===== src/rtl/tour_cmd.sv =====
// rtl/tour_cmd.sv - knight's tour playback sequencer muxed with UART command pass-through
// Optional illegal-move detection: define TOUR_CMD_ILLEGAL_CHK_EN.
module tour_cmd #(
  parameter int NUM_MOVES = 24
) (
  input  logic        clk,
  input  logic        rst_n,
  input  logic        start_tour,
  input  logic [7:0]  move,
  output logic [4:0]  mv_indx,
  input  logic [15:0] cmd_UART,
  input  logic        cmd_rdy_UART,
  output logic        clr_cmd_rdy_UART,
  output logic [15:0] cmd,
  output logic        cmd_rdy,
  input  logic        clr_cmd_rdy,
  input  logic        send_resp,
  output logic [7:0]  resp,
  output logic        err_move
);

  typedef enum logic [2:0] {IDLE, VERT, HOLDV, HORZ, HOLDH} state_t;

  state_t      state;
  logic        dx_neg, dy_neg;
  logic [1:0]  dx_mag, dy_mag;
  logic [15:0] vert_cmd, horz_cmd;
  logic        last_move;

  // Lowest set bit wins; an empty move decodes to zero deltas (heading N/E).
  always_comb begin
    {dx_neg, dx_mag, dy_neg, dy_mag} = 6'b0;
    casez (move)
      8'b???????1: {dx_neg, dx_mag, dy_neg, dy_mag} = {1'b0, 2'd1, 1'b0, 2'd2};
      8'b??????10: {dx_neg, dx_mag, dy_neg, dy_mag} = {1'b1, 2'd1, 1'b0, 2'd2};
      8'b?????100: {dx_neg, dx_mag, dy_neg, dy_mag} = {1'b1, 2'd2, 1'b0, 2'd1};
      8'b????1000: {dx_neg, dx_mag, dy_neg, dy_mag} = {1'b1, 2'd2, 1'b1, 2'd1};
      8'b???10000: {dx_neg, dx_mag, dy_neg, dy_mag} = {1'b1, 2'd1, 1'b1, 2'd2};
      8'b??100000: {dx_neg, dx_mag, dy_neg, dy_mag} = {1'b0, 2'd1, 1'b1, 2'd2};
      8'b?1000000: {dx_neg, dx_mag, dy_neg, dy_mag} = {1'b0, 2'd2, 1'b1, 2'd1};
      8'b10000000: {dx_neg, dx_mag, dy_neg, dy_mag} = {1'b0, 2'd2, 1'b0, 2'd1};
      default:     {dx_neg, dx_mag, dy_neg, dy_mag} = 6'b0;
    endcase
  end

  assign vert_cmd  = {4'h2, (dy_neg ? 8'h7F : 8'h00), 2'b00, dy_mag};
  assign horz_cmd  = {4'h3, (dx_neg ? 8'h3F : 8'hBF), 2'b00, dx_mag};
  assign last_move = (mv_indx == 5'(NUM_MOVES - 1));

`ifdef TOUR_CMD_ILLEGAL_CHK_EN
  logic move_illegal;
  logic err_move_q;
  assign move_illegal = (move == 8'h00) || ((move & (move - 8'd1)) != 8'h00);
  assign err_move     = err_move_q;
`else
  assign err_move = 1'b0;
`endif

  always_comb begin
    cmd              = cmd_UART;
    cmd_rdy          = 1'b0;
    clr_cmd_rdy_UART = 1'b0;
    resp             = 8'hA5;
    case (state)
      IDLE: begin
        cmd              = cmd_UART;
        cmd_rdy          = cmd_rdy_UART;
        clr_cmd_rdy_UART = clr_cmd_rdy;
        resp             = 8'h5A;
      end
      VERT: begin
        cmd = vert_cmd;
`ifdef TOUR_CMD_ILLEGAL_CHK_EN
        cmd_rdy = ~move_illegal;
`else
        cmd_rdy = 1'b1;
`endif
      end
      HOLDV: cmd = vert_cmd;
      HORZ: begin
        cmd     = horz_cmd;
        cmd_rdy = 1'b1;
      end
      HOLDH: begin
        cmd  = horz_cmd;
        resp = last_move ? 8'h5A : 8'hA5;
      end
      default: cmd = cmd_UART;
    endcase
  end

  // send_resp is only honoured in the HOLD states, so a coincident ack cannot skip a hold.
  always_ff @(posedge clk or negedge rst_n) begin
    if (!rst_n) begin
      state   <= IDLE;
      mv_indx <= 5'd0;
`ifdef TOUR_CMD_ILLEGAL_CHK_EN
      err_move_q <= 1'b0;
`endif
    end else begin
`ifdef TOUR_CMD_ILLEGAL_CHK_EN
      err_move_q <= 1'b0;
`endif
      case (state)
        IDLE: begin
          if (start_tour) begin
            mv_indx <= 5'd0;
            state   <= VERT;
          end
        end
        VERT: begin
`ifdef TOUR_CMD_ILLEGAL_CHK_EN
          if (move_illegal) begin
            err_move_q <= 1'b1;
            state      <= IDLE;
          end else if (clr_cmd_rdy) begin
            state <= HOLDV;
          end
`else
          if (clr_cmd_rdy) state <= HOLDV;
`endif
        end
        HOLDV: if (send_resp) state <= HORZ;
        HORZ:  if (clr_cmd_rdy) state <= HOLDH;
        HOLDH: begin
          if (send_resp) begin
            if (last_move) begin
              state <= IDLE;
            end else begin
              mv_indx <= mv_indx + 5'd1;
              state   <= VERT;
            end
          end
        end
        default: state <= IDLE;
      endcase
    end
  end

endmodule


===== config.mk =====
export PLATFORM = sky130hd
export DESIGN_NAME = tour_cmd
export DESIGN_NICKNAME = d
export VERILOG_FILES = /design/src/rtl/tour_cmd.sv
export SDC_FILE = /design/constraint.sdc
export NUM_CORES = 1
export LEC_CHECK = 0
export BUFFER_PORTS_ARGS = -buffer_cell sky130_fd_sc_hd__buf_2
export CORE_ASPECT_RATIO = 2
export CORE_MARGIN = 2
export CORE_UTILIZATION = 39
export DETAILED_ROUTE_END_ITERATION = 12
export GPL_ROUTABILITY_DRIVEN = 1
export PLACE_DENSITY = 0.84
export SLEW_MARGIN = 20
export SYNTH_ARGS = -nofsm -noshare
export SYNTH_HDL_FRONTEND = slang
export SYNTH_SLANG_ARGS = --single-unit

===== constraint.sdc =====
create_clock -name clk -period 1.5 [get_ports clk]
set_input_delay 0.15 -clock clk [delete_from_list [all_inputs] [get_ports clk]]
set_output_delay 0.15 -clock clk [all_outputs]
set_load 0.02 [all_outputs]

Word level (Yosys, flattened, before mapping)

Index checks and enable logic that the tools add are counted.

Bits in registers: 8
Bits in latches: 0
Memory bits (writable): 0
Memory bits (read-only): 0
Bits of input ports: 30
Output and inout port bits: 32
Word-level logic and storage cells: 54
Memories: 0

Add/sub/neg operators: 1
Multipliers: 0
Divide/modulo/power cells: 0
Magnitude comparators: 0
Eq/ne operators: 18
Shift-type cells: 0
Muxes and demuxes: 22
Bitwise logic cells: 0
Reduce and logical (&&, ||, !) cells: 11

Operators with widths:

| kind                                                            | number |
|---|---|
| 16-bit case mux with 2 select lines                             | 1 |
| 8-bit 2-to-1 mux                                                | 2 |
| 8-bit case mux with 2 select lines                              | 1 |
| 4-bit OR reduction                                              | 4 |
| 3-bit 2-to-1 mux                                                | 5 |
| 5-bit 2-to-1 mux                                                | 3 |
| 3-bit case mux with 5 select lines                              | 1 |
| 2-bit != test, second input constant                            | 6 |
| 5-bit == test, second input constant                            | 2 |
| 5-bit case mux with 2 select lines                              | 1 |
| 8-bit == test, second input constant                            | 1 |
| 2-bit case mux with 2 select lines                              | 2 |
| 7-bit == test, second input constant                            | 1 |
| 7-bit 2-to-1 mux                                                | 1 |
| 3-bit by 2-bit == test with 1-bit output, second input constant | 2 |
| 3-bit == test, second input constant                            | 2 |
| 6-bit == test, second input constant                            | 1 |
| 2-bit OR reduction                                              | 3 |
| 5-bit by 1-bit adder with 5-bit output, second input constant   | 1 |
| 5-bit AND reduction                                             | 1 |
| 4-bit == test, second input constant                            | 1 |
| 1-bit 2-to-1 mux                                                | 4 |
| 4-bit AND reduction                                             | 1 |
| 3-bit by 1-bit == test with 1-bit output, second input constant | 1 |
| 4 further kinds                                                 | 4 |

Depth between registers and ports, before layout

Depth in word-level cells: 5
Gate-level depth with buffers: 7
Mapped depth without buffers: 6

Least setup slack after synthesis

OpenSTA, ideal clock, no wires.

Kind: flip-flop to output port
From: register mv_indx[0]
To: output port resp[3]
Arrival time: 1,587 ps
Required time: 1,350 ps
Setup slack: -237 ps
Stages on the path, launching flop included: 7
Path buffers: 1
Path through: dfrtp_1 -> ha_1 -> nand4b_1 -> nand2_1 -> nand2_1 -> inv_1 -> buf_4

Word-level cells in the longest chain between the ends: 3

RTL lines:

| item                               | RTL line | text |
|---|---|---|
| start, declared                    | 10       | `output logic [4:0] mv_indx,` |
| start signal, assigned             | 130      | `mv_indx <= mv_indx + 5'd1;` |
| 5-bit == test                      | 48       | `assign last_move = (mv_indx == 5'(NUM_MOVES - 1));` |
| 8-bit 2-to-1 mux                   | 86       | `resp = last_move ? 8'h5A : 8'hA5;` |
| 8-bit case mux with 2 select lines | 64       | `case (state)` |
| end, declared                      | 18       | `output logic [7:0] resp,` |

Every way passes these cells.

Final worst setup path

From: register state[1]
To: output port cmd[0]

Word-level cells in the longest chain between the ends: 3
Elaborated cells between the ends (all ways): 7
Those cells by class: 4 x eq/ne; 1 x mux; 2 x reduce/logical

RTL lines:

| item                                        | RTL line | text |
|---|---|---|
| start, declared                             | 24       | `state_t state;` |
| start signal, assigned                      | 95       | `state <= IDLE;` |
| start signal, assigned                      | 108      | `state <= VERT;` |
| start signal, assigned                      | 120      | `if (clr_cmd_rdy) state <= HOLDV;` |
| 3-bit == test, or another cell as far along | 64       |  |
| 2-bit OR reduction (no line)                | --       |  |
| 16-bit case mux with 2 select lines *       | 64       |  |
| end, declared                               | 14       | `output logic [15:0] cmd,` |

Mark *: on every way between the ends. The rest lies on a longest branch, timed or not.

==> metrics list <==
- Highest clock frequency the design can meet: 569 MHz
* Clock tree from TritonCTS: done
- First-pass GRT wire length: 5700 um
* Rows: 26
- The number of global-route vias before repair came to ~1400.
- Count of unresolved DRC violations after routing: 0
* Input/output buffers: 60
- Largest net degree at the start of global routing: 13
* Maximum clock insertion buffer count: 2
* Maximum cell stage delay along the critical path: 500 ps
- Measured against its own limit, the worst slew margin works out to 0.614.
* Commonest non-fill, non-tap cell in the layout: sky130_fd_sc_hd__buf_2
- The critical path is of the reg -> out type.
* Die span in y: 77.5 um
* Final setup violation count: 23
* Setup TNS after final layout: -3570 ps
* Final Hold Vio Count: 0
* Worst-case setup margin in the final layout: -258 ps
- Worst hold-check path type: in -> reg
- Setup repair after global routing could not meet its margin everywhere.
* Final clock period utilization by the worst path: 1.17
- Total nets after synthesis: approximately 190
- Met1 track demand over resource: 0.274
- Worst setup timing slack at the placement stage: -109 ps
- IR analysis of the VDD net gives a maximum drop of 1.72 mV.
- At the worst endpoint, the required time is between 1000 and 1500 ps.
- Die Outline Area: approximately 0.0032 mm2
- The checks that failed: negative setup slack.
* Total Routed Length: 4440 um
- Utilization of the core after routing: 0.798
- Each instance of the synthesized netlist takes up on average 6.59 um2.
- CTS built an H-tree with a depth of 1.
- Post-Syn Area: between 0.001 and 0.0015 mm2
- For this run, the post-layout net count is 279.
* Synth Warn #: 0
- Adder and majority gate portion of the synthesized area: 0.0119
- Cell Count Post-Placement: approximately 260
- In the global route stage, overall resource usage came out at 0.244.
- The tightest hold path in the finished design has a slack of 213 ps.
* Sequential cell area: 206 um2
- After layout, the minimum clock period comes to 1760 ps.
* Area after DPL: 0.00152 mm2
- For the worst setup path, the data arrival time is roughly 1600 ps.
- Of the cells placed in the final design, the portion with a size suffix greater than 1 is 0.587.
- The region available for standard cell placement spans 0.00257 mm2.
- Proportion of synthesized area in mux cells: 0.0498
* Critical Path Fanout Max: 6
- Highest-utilization routing layer at the global route stage: met2
* GR met3 Demand/Resource: 0.0314
- Cells after synthesis: 160
* Post-Layout Cell Count: 275
- Synthesis instantiated 36 different standard cells from the library.
- For this run, the detailed router's first-pass iteration total came to 4.
- Among all flip-flop cells after synthesis, the most frequent one is sky130_fd_sc_hd__dfrtp_1.
* Reported leakage power: between 0.9 and 1 nW
* Buffering stage count on the worst path with inverters included: 2
* Number of buffers inserted during clock tree synthesis: 3
- Detailed router's first-iteration violation count: 46
* Number of storage elements in the synthesis netlist: 8
- Dividing total power by cell area gives a power density of 2310 mW/mm2.
- The worst setup path is captured at a primary output.
- Root buffer selected by CTS: sky130_fd_sc_hd__clkbuf_8
- Dividing the detail-routed wire length by the instance count gives 16.1 um.
* Leading cell types in the layout, fill and taps excluded: sky130_fd_sc_hd__buf_2, sky130_fd_sc_hd__buf_6, sky130_fd_sc_hd__buf_4
* Compound-gate portion of the synthesized area: 0.257
- Number of antenna violations at the first check in global routing: 0
- CTS clock-pin slew for the worst setup and hold paths: about 40 ps
- Xor/xnor cell area share of the yosys netlist: 0.0166
- In the final layout, the multi-input gates occupy 943 um2.
* Critical Path Start Type: flip-flop
- Highest-delay cell along the critical path: sky130_fd_sc_hd__dfrtp_2
- The number of max-slew violations in the final report was 0.
- Counting flops with an async set or reset pin after synthesis yields a share of 1.00.
- The run finished, with violations left.
- The wire-length estimate of the detail-placed layout is 2650 um.
* Fill cell total of the finished layout: ~170
* Count of boundary I/O pins: between 60 and 70
- Ant diodes: 0
* Area of all placed cells without fillers: slightly above 0.002 mm2
* Total via count in the routed design: 1549
- Met2 GRT Util: 0.432
* Aggregate global routing overflow: 0
- Worst setup skew after layout: 5.54 ps
* Pwr Total: 4.75 mW
* Kind of cell adding the most delay to the critical path: flip-flops
- Critical Path, Cell by Cell: buf_6 -> nand2b_4 -> a211oi_4 -> a2111oi_4 -> a31oi_1 -> buf_4
- Per-cell via count in the routed design: between 5 and 6
- Largest family of logic cells by synthesized area: simple AND/OR/NAND/NOR gates
- Of the total synthesized cell area, the portion taken by AND, OR, NAND and NOR gates is 0.369.
- Synthesis-to-finish area growth: 94.4%
* Initial core utilization: 0.410
* Die width: 40.8 um
- Slew at the pin with the worst max-slew slack: 576 ps
* Antenna-violating nets left: 0
* Sinks on Clock Net: 8
- For this run, the register share of the synthesized area comes to 0.190.
- The synthesized design contains 0 enable-type register cells.
* Latest clock arrival within the worst-skew pair: 230 ps
- Max cap viols: 0
- Routability congestion estimate from global placement: 0.811
## state kept, by name, summed over array words and instances (netlist names)
signal / cells
state: 3
mv_indx: 5
## routing by layer
| layer | routed length (um) | up-vias |
|---|---|---|
| met5 | 0 | - |
| met4 | 89 | 0 |
| li1 | - | 731 |
| met3 | 186 | 13 |
| met1 | 1530 | 735 |
| met2 | 2630 | 70 |
## cells by family (layout without fill, tap and decap cells)
kind of cell | count (synthesis) | in the layout
multiplexers | 5 | 5
buffers and inverters | 19 | 106
flip-flops | 8 | 8
AO/OA/AOI/OAI | 41 | 41
AND/OR/NAND/NOR | 83 | 83
other | 1 | 1
adder cells (fa/ha/maj) | 1 | 1
XOR/XNOR | 2 | 2
## power by group
group	internal, mW	switching (mW)	total, mW
sequential	0.269	0.114	0.382
combinational	2.04	2.04	4.08
clock	0.185	0.0940	0.279
total	2.50	2.25	4.75
## final timing paths
check                                            start                     end  slack (ps)  depth (start not counted)
max in group asynchronous                        rst_n    state[0]$_DFFE_PN0P_        1030                          2
min in group asynchronous                        rst_n  mv_indx[1]$_DFFE_PN0P_         280                          2
worst max register to register  mv_indx[1]$_DFFE_PN0P_  mv_indx[2]$_DFFE_PN0P_         -70                          7
worst max-delay path              state[1]$_DFFE_PN0P_                  cmd[0]        -260                          6
worst min register to register  mv_indx[1]$_DFFE_PN0P_  mv_indx[1]$_DFFE_PN0P_         650                          3
worst min-delay path                         send_resp    state[2]$_DFFE_PN0P_         210                          2
## timing repair
action	4_1_cts	5_1_grt
resized for setup	35	75
pin swaps	14	21
setup endpoints to repair	26	29
cloned	1	0
hold endpoints to repair	8	0
buffers inserted	6	7
hold buffers	1	0
## cell type report
cell class	instances	area share
timing repair buffer	99	0.394
inverter	3	0.00671
multi-input combinational	133	0.460
tap	28	0.0171
sequential	8	0.101
clock buffer	4	0.0220
## cell usage after synthesis (2+ instances only)
master / count / area share
sky130_fd_sc_hd__dfrtp_1: 8 / 0.19
sky130_fd_sc_hd__clkbuf_1: 3 / 0.011
sky130_fd_sc_hd__mux2_2: 2 / 0.021
sky130_fd_sc_hd__xnor2_1: 2 / 0.017
sky130_fd_sc_hd__a22o_1: 3 / 0.025
sky130_fd_sc_hd__inv_1: 3 / 0.011
sky130_fd_sc_hd__buf_4: 8 / 0.057
sky130_fd_sc_hd__a31oi_1: 2 / 0.012
sky130_fd_sc_hd__and3_1: 8 / 0.047
sky130_fd_sc_hd__o21ai_0: 9 / 0.043
sky130_fd_sc_hd__nor2b_1: 4 / 0.024
sky130_fd_sc_hd__a211oi_1: 2 / 0.014
sky130_fd_sc_hd__o21ai_1: 6 / 0.028
sky130_fd_sc_hd__nor2_1: 31 / 0.11
sky130_fd_sc_hd__mux2i_1: 3 / 0.028
sky130_fd_sc_hd__nand2_1: 20 / 0.071
sky130_fd_sc_hd__nor4_1: 2 / 0.012
sky130_fd_sc_hd__a21oi_1: 11 / 0.052
sky130_fd_sc_hd__or2_2: 2 / 0.012
sky130_fd_sc_hd__a22oi_1: 3 / 0.021
sky130_fd_sc_hd__nor2_2: 3 / 0.018
sky130_fd_sc_hd__nor3_1: 2 / 0.0095
sky130_fd_sc_hd__buf_2: 5 / 0.024
sky130_fd_sc_hd__nand3_1: 6 / 0.028
No activity file was read; power rests on OpenSTA's default activity.
